[config.mk]
export PLATFORM = sky130hd
export DESIGN_NAME = prog_loader
export DESIGN_NICKNAME = d
export VERILOG_FILES = /design/src/rtl/prog_loader.sv
export SDC_FILE = /design/constraint.sdc
export NUM_CORES = 2
export LEC_CHECK = 0
export CORE_MARGIN = 2
export CORE_UTILIZATION = 40
export DETAILED_ROUTE_END_ITERATION = 10
export PLACE_DENSITY = 0.58
export SYNTH_ARGS = -nofsm -noshare
export SYNTH_HDL_FRONTEND = slang
export SYNTH_SLANG_ARGS = --single-unit
[constraint.sdc]
create_clock -name clk -period 3.8 [get_ports clk]
set_input_delay 0.38 -clock clk [delete_from_list [all_inputs] [get_ports clk]]
set_output_delay 0.38 -clock clk [all_outputs]
set_load 0.02 [all_outputs]
[src/rtl/prog_loader.sv]
// prog_loader: program-memory front end sitting directly upstream of fetch.
// It assembles a byte stream into 15-bit instructions, writes them into a
// 256-entry instruction memory and keeps the CPU in reset until a load
// finishes with a matching checksum.
//
// Stream: COUNT (0 means 256), COUNT pairs of HI/LO bytes, then CHK.
// HI[7] must be 0; each instruction is {HI[6:0], LO}. CHK must equal the XOR
// of COUNT and every HI/LO byte.
//
// Ports:
//   clk, reset          clock, asynchronous active-high reset
//   load_req            one-cycle request to start or restart a load
//   in_valid, in_data   byte source; in_ready says a byte is taken this cycle
//   rd_addr, rd_data    combinational fetch read port, rd_data = mem[rd_addr]
//   cpu_hold            1 = CPU held in reset
//   load_done/load_err  result of the last load
//   words_loaded        words written in the current or last load (0..256)
module prog_loader #(
  parameter int ADDR_W = 8,
  parameter int INSN_W = 15
) (
  input  logic              clk,
  input  logic              reset,
  input  logic              load_req,
  input  logic              in_valid,
  input  logic [7:0]        in_data,
  output logic              in_ready,
  input  logic [ADDR_W-1:0] rd_addr,
  output logic [INSN_W-1:0] rd_data,
  output logic              cpu_hold,
  output logic              load_done,
  output logic              load_err,
  output logic [8:0]        words_loaded
);

  localparam int DEPTH = 1 << ADDR_W;

  typedef enum logic [2:0] {IDLE, COUNT, HI, LO, CHK, DONE, ERROR} state_t;

  state_t            state, state_next;
  logic [ADDR_W-1:0] addr, addr_next;
  logic [8:0]        remaining, remaining_next;
  logic [7:0]        checksum, checksum_next;
  logic [6:0]        hi, hi_next;
  logic [8:0]        words_loaded_next;
  logic              in_ready_next;
  logic              cpu_hold_next;
  logic              load_done_next;
  logic              load_err_next;
  logic              accept;
  logic              we;

  logic [INSN_W-1:0] mem [DEPTH];

  assign accept = in_valid && in_ready;

  always_ff @(posedge clk or posedge reset) begin
    if (reset) begin
      state        <= IDLE;
      addr         <= '0;
      remaining    <= '0;
      checksum     <= '0;
      hi           <= '0;
      words_loaded <= '0;
      in_ready     <= 1'b0;
      cpu_hold     <= 1'b1;
      load_done    <= 1'b0;
      load_err     <= 1'b0;
    end else begin
      state        <= state_next;
      addr         <= addr_next;
      remaining    <= remaining_next;
      checksum     <= checksum_next;
      hi           <= hi_next;
      words_loaded <= words_loaded_next;
      in_ready     <= in_ready_next;
      cpu_hold     <= cpu_hold_next;
      load_done    <= load_done_next;
      load_err     <= load_err_next;
    end
  end

  always_comb begin
    state_next        = state;
    addr_next         = addr;
    remaining_next    = remaining;
    checksum_next     = checksum;
    hi_next           = hi;
    words_loaded_next = words_loaded;
    cpu_hold_next     = cpu_hold;
    load_done_next    = load_done;
    load_err_next     = load_err;
    we                = 1'b0;

    // A restart wins over any byte handshaked on the same edge; that byte
    // is dropped rather than interpreted as COUNT.
    if (load_req) begin
      state_next        = COUNT;
      addr_next         = '0;
      checksum_next     = '0;
      words_loaded_next = '0;
      cpu_hold_next     = 1'b1;
      load_done_next    = 1'b0;
      load_err_next     = 1'b0;
    end else if (accept) begin
      case (state)
        COUNT: begin
          remaining_next = (in_data == 8'd0) ? 9'd256 : {1'b0, in_data};
          checksum_next  = checksum ^ in_data;
          state_next     = HI;
        end
        HI: begin
          if (in_data[7]) begin
            state_next    = ERROR;
            load_err_next = 1'b1;
          end else begin
            hi_next       = in_data[6:0];
            checksum_next = checksum ^ in_data;
            state_next    = LO;
          end
        end
        LO: begin
          we                = 1'b1;
          addr_next         = addr + 1'b1;
          words_loaded_next = words_loaded + 9'd1;
          remaining_next    = remaining - 9'd1;
          checksum_next     = checksum ^ in_data;
          state_next        = (remaining == 9'd1) ? CHK : HI;
        end
        CHK: begin
          if (in_data == checksum) begin
            state_next     = DONE;
            load_done_next = 1'b1;
            cpu_hold_next  = 1'b0;
          end else begin
            state_next    = ERROR;
            load_err_next = 1'b1;
          end
        end
        default: state_next = state;
      endcase
    end

    // in_ready is registered from the next state so it is glitch-free.
    in_ready_next = (state_next == COUNT) || (state_next == HI) ||
                    (state_next == LO)    || (state_next == CHK);
  end

  // Memory is deliberately not reset: words survive a mid-load reset.
  always_ff @(posedge clk) begin
    if (we) begin
      mem[addr] <= {hi, in_data};
    end
  end

  // No write-through: a new word appears on the cycle after its write edge.
  assign rd_data = mem[rd_addr];

endmodule

=== After elaboration in Yosys (flattened, before gate mapping) ===
Memories as Yosys holds them, arrays and structs flattened.
Cells that the tools add are included.

* Register bits after elaboration: 48
* Logic and storage cells: 85
* Bits in writable memories: 3840
* Memories kept: 1
* Output and inout bits: 28
* Bits of input ports: 20

* Reductions and logical operators: 19
* Mux-type cells: 36
* Bitwise gates (word level): 3
* Add/subtract/negate cells: 3
* Eq/ne operators: 13

{| class="wikitable"
|+ Memories
! name !! depth !! bits a word !! rd ports !! clocked after Yosys merged registers in !! wr ports !! RTL line !! RTL
|-
| mem || 256 || 15 || 1 || 0 || 1 || 53 || <nowiki>logic [INSN_W-1:0] mem [DEPTH];</nowiki>
|}

{| class="wikitable"
|+ Operator list
! kind !! count
|-
| 8-bit 2-to-1 mux || 6
|-
| 9-bit 2-to-1 mux || 4
|-
| 9-bit case mux with 2 select lines || 1
|-
| 1-bit 2-to-1 mux || 17
|-
| 8-bit case mux with 2 select lines || 1
|-
| 3-bit by 2-bit equality test with 1-bit output (second input constant) || 4
|-
| 3-bit 2-to-1 mux || 4
|-
| 3-bit case mux with 4 select lines || 1
|-
| 2-bit nonzero test || 5
|-
| 9-bit by 1-bit adder with 9-bit output (second input constant) || 1
|-
| 9-bit by 1-bit equality test with 1-bit output (second input constant) || 1
|-
| 3-bit != test (second input constant) || 3
|-
| 3-bit AND reduction || 3
|-
| 9-bit by 1-bit subtractor with 9-bit output (second input constant) || 1
|-
| 8-bit by 1-bit adder with 8-bit output (second input constant) || 1
|-
| 8-bit equality test || 1
|-
| 8-bit logical NOT || 1
|-
| 4-bit AND reduction || 2
|-
| 8-bit bitwise XOR || 1
|-
| 3-bit by 1-bit equality test with 1-bit output (second input constant) || 2
|-
| 3-bit equality test (second input constant) || 2
|-
| 3-bit nonzero test || 2
|-
| 1-bit logical OR || 3
|-
| 2-bit 2-to-1 mux || 1
|-
| other kinds (5) || 6
|}

=== Longest topological paths before layout ===
* Depth in word-level cells: 9
* Mapped depth: 13
* Gate-level depth less buffers: 7

=== Worst setup path after synthesis ===
Ideal clock, no wire load.

* Kind: flip-flop to flip-flop
* Start point: register hi[2]
* End point: memory mem[0][10] (data pin)
* Cell stages (with the launch flop): 1
* Clock period less this slack: 3982 ps
* Setup time: 803 ps
* Data required time: 2997 ps
* Data arrival time: 3179 ps
* Buffers on the path: 0
* Slack: -182 ps
* Cells stage by stage: dfrtp_1

{| class="wikitable"
|+ RTL lines
! element !! RTL line !! RTL
|-
| start, declared || 44 || <nowiki>logic [6:0] hi, hi_next;</nowiki>
|-
| start signal, assigned || 74 || <nowiki>hi <= hi_next;</nowiki>
|-
| end, declared || 53 ||
|}

No word-level cell before the write port.

=== Worst setup path after layout ===
* Start point: memory mem[255][7]
* End point: output port rd_data[7]

* Cells in the longest elaborated chain, start to end: 1

{| class="wikitable"
|+ RTL lines
! element !! RTL line !! RTL
|-
| memory read 256 x 15 bit || n/a ||
|-
| end, declared || 29 || <nowiki>output logic [INSN_W-1:0] rd_data,</nowiki>
|}

Every way passes these cells.

==> impl_summary.txt <==
----------------------------------------------------
[Clocking]
  Number of buffers on the longest clock path ... 4
  Clock slew seen by the registers of the worst setup and hold paths ... 0.06 ns
  Clk sinks ... 3,888
  Clk_lat worst skew ... 0.97 ns
  Number of H-tree levels ... 5
  CTS root buffer ... clkbuf_16
  Clock tree from TritonCTS ... done
  Total CTS buffers ... 400

[Timing]
  Highest clock rate ... 0.259 GHz
  Final worst-path cycle share ... 1.02
  RSZ-0062 raised after global routing ... true
  Count of final hold-check violations ... 0
  Final setup vio count ... 7
  Worst-case clock skew ... 0.0488 ns
  Post-route setup slack ... -0.0668 ns
  Slew of the pin with the lowest slew margin ... 1.16 ns
  Final hold slack ... 0.214 ns
  Max-slew violations ... 0
  Crit path time final ... 3.87 ns
  Setup TNS ... -0.262 ns
  Rel. slew slack ... 0.229

[Global route]
  GRT Overall Usage ... 0.212
  Vias in the first global route ... 76,800
  Sum of overflow across all layers after global routing ... 0
  Wire length of the first global-routing pass ... 581 mm
  Antenna violations before repair ... 17
  Maximum number of pins on one net before global-route repair ... 182

[Die]
  Die span in y ... 617 um
  Width of the chip ... 617 um
  Row Count ... 225
  Initial cell density of the core ... 0.401
  I/O pin count ... 48
  Core box area ... 375,000 um^2
  Die area ... 380,000 um^2

[Yosys]
  Top-count cell post-synth ... edfxtp_1
  Portion of the post-synthesis area used by sequential elements ... 0.776
  Post-synth EDFFs ... 3,840
  Fraction of synthesized cell area taken by the top area cell type ... 0.768
  Synthesized area ... 150,000 um^2
  Yosys cell types ... 62
  Flops & latches, synth ... 3,888
  Dominant cells by area after synthesis ... edfxtp_1 77%, mux4_2 12%, mux2i_1 3.4%
  Primary FF master, synth ... edfxtp_1
  Count of mapped cells out of synthesis ... 7,065
  Average size of a mapped cell ... 21.3 um^2
  Most common library cells after synthesis ... 3,840 x edfxtp_1, 778 x mux4_2, 511 x mux2i_1, 340 x nor2_1, 203 x clkbuf_1
  Post-synthesis cell type with the largest combined area ... edfxtp_1
  Async set-or-reset flop fraction in the synthesized netlist ... 0.0123
  Yosys synthesis warning count ... 0
  Synth Net Count ... 7,092

[Power and ir drop]
  Share of total power in combinational logic ... 0.065
  Overall Power ... 0.0933 W
  Power Dens Cells ... 521 nW/um^2
  Proportion of power drawn by flip-flops and latches ... 0.518
  Internal power ... 0.0728 W
  Static Leakage ... 58.1 nW
  Highest ir drop seen on vdd ... 0.407 mV
  Power share of the clock group ... 0.417
  Net switching share of the total power ... 0.220
  Psw ... 0.0205 W

[Critical path]
  Worst reg-to-reg path cell count ... 9
  Worst setup path endpoint ... rd_data[7]
  Critical Path AT ... 3.49 ns
  Worst Setup End Kind ... output port
  Reg-to-reg setup timing slack ... 0.36 ns
  Source of the worst register-to-register timing path ... in_ready
  Slowest stage delay, CP ... 0.55 ns
  Crit-path most repeated cell ... mux4_2
  Worst-path maximum fanout ... 1
  CP max-delay cell ... mux4_2
  Destination of the worst register-to-register timing path ... mem[35][10]
  Launch point of the critical path ... mem[255][7]
  Type of origin of the critical path ... register
  Critical Path, Cell by Cell ... mux4_2, mux4_2, a311oi_2, buf_6, o311ai_4, and3_4, buf_12
  Kind of critical path ... register to output port
  Critical path data required time ... 3.42 ns

[Place]
  Number of port buffers ... 47
  Place WS ... -0.669 ns
  Weighted congestion reported at the end of routability-driven placement ... 0.860
  Half-perimeter wire length after detailed placement ... 255 mm
  Post-detailed-placement cell area ... 165,000 um^2

[Finish]
  P&R area growth vs syn ... 19.1%
  Number of nets in the final layout ... 8,068
  Layout cell share with drive strength beyond 1 ... 0.299
  Post-route design area ... 179,000 um^2

[Routing]
  Average vias per placed instance ... 5.79
  Initial DRT Pass Iterations ... 6
  Total Wirelength ... 410 mm
  Count of unresolved DRC violations after routing ... 0
  First DRT Iteration DRCs ... 9,248
  ANT nets after route ... 0
  DR vias ... 77,300
  Wire length per cell ... 30.7 um

[Hold path]
  Min-delay worst type ... input port to register
  Hold Crit Depth ... 3

[Job]
  Max Cap Viol ... 0

[Outcome]
  Run status ... complete, but fails checks
  Violations in the final reports ... setup timing

----------------------------------------------------
==> per-stage QoR <==
step,std cells,util
2_1_floorplan,7065,-
3_3_place_gp,12600,0.439
3_5_place_dp,12600,0.439
4_1_cts,13400,0.476
5_1_grt,13400,0.477
6_report,13400,0.477
==> area by class of cell <==
type | instances | area (um^2)
clock inverters | 237 | 2500
repair buffers | 991 | 10500
fillers | 30300 | 196000
inverters | 10 | 48.8
multi-input cells | 2750 | 32600
flip-flops and latches | 3888 | 117000
diodes | 2 | 5.00
well taps | 4994 | 6250
clock buffers | 485 | 10400
==> power by group through the flow <==
stage	Sequential (W)	Clock, W	Combinational (W)
3_3_place_gp	0.0492	0	0.00570
5_1_grt	0.0483	0.0410	0.00632
3_5_place_dp	0.0493	0	0.00583
4_1_cts	0.0483	0.0395	0.00600
6_report	0.0484	0.0389	0.00602
2_1_floorplan	0.0496	0	0.00238
==> how the worst min path moves through the flow <==
stage                     start          end  slack, ns
floorplan           checksum[0]  checksum[0]       0.47
global placement    checksum[4]  checksum[4]       0.49
detailed placement  checksum[3]  checksum[3]       0.50
CTS                    in_valid     state[2]       0.14
global route           in_valid     state[2]       0.29
finish                 in_valid     state[2]       0.21
==> logic make-up after synthesis <==
logic type / synth area share
muxes: 0.153
AOI/OAI and AO/OA: 0.0348
buffers and inverters: 0.0155
and+or+nand+nor: 0.0197
xor gates and xnor gates: 0.00117
DFF: 0.776
adders and majority gates: 0.000583
==> registers in the layout, indices dropped and copies added, names as in the netlist <==
register,count
in_ready,1
hi,7
addr,8
mem,3840
words_loaded,9
remaining,9
load_done,1
checksum,8
state,3
load_err,1
cpu_hold,1
==> timing repair <==
action / CTS / global route
hold buffers: 9 / 0
endpoints found under the setup margin: 15 / 13
buffers inserted: 0 / 6
pin swaps: 42 / 33
resized for setup: 184 / 55
gates cloned: 3 / 1
endpoints found under the hold margin: 230 / 0
==> routing by layer <==
metal | vias to the layer above | share of wire | track usage
met5 | - | 0.000073 | 0
met4 | 6 | 0.032 | 0.0625
met3 | 576 | 0.075 | 0.0262
met2 | 3272 | 0.48 | 0.343
met1 | 41700 | 0.41 | 0.302
li1 | 31800 | - | -
==> placed cells by master, fill, tap and decap left out, types with 45 or more instances in the layout <==
master,synthesis,final
a21oi_1,179,169
buf_12,2,210
buf_4,60,705
bufinv_16,0,45
clkbuf_1,203,80
clkbuf_16,0,405
clkinv_1,0,78
clkinv_2,0,82
edfxtp_1,3840,3840
mux2i_1,511,510
mux4_2,778,781
nand2_1,115,95
nor2_1,340,338
nor3_1,85,62
o21ai_0,53,50
o221ai_1,194,186
o22ai_1,137,133
==> worst max-delay path, delay by kind of cell, from the launching register on <==
family / cells / cell delay, ns
AOI/OAI and AO/OA: 2 / 0.49
buffers and inverters: 2 / 0.32
DFF: 1 / 0.37
muxes: 2 / 1.09
and+or+nand+nor: 1 / 0.24
Note: power is estimated with default switching activity, not from simulation.
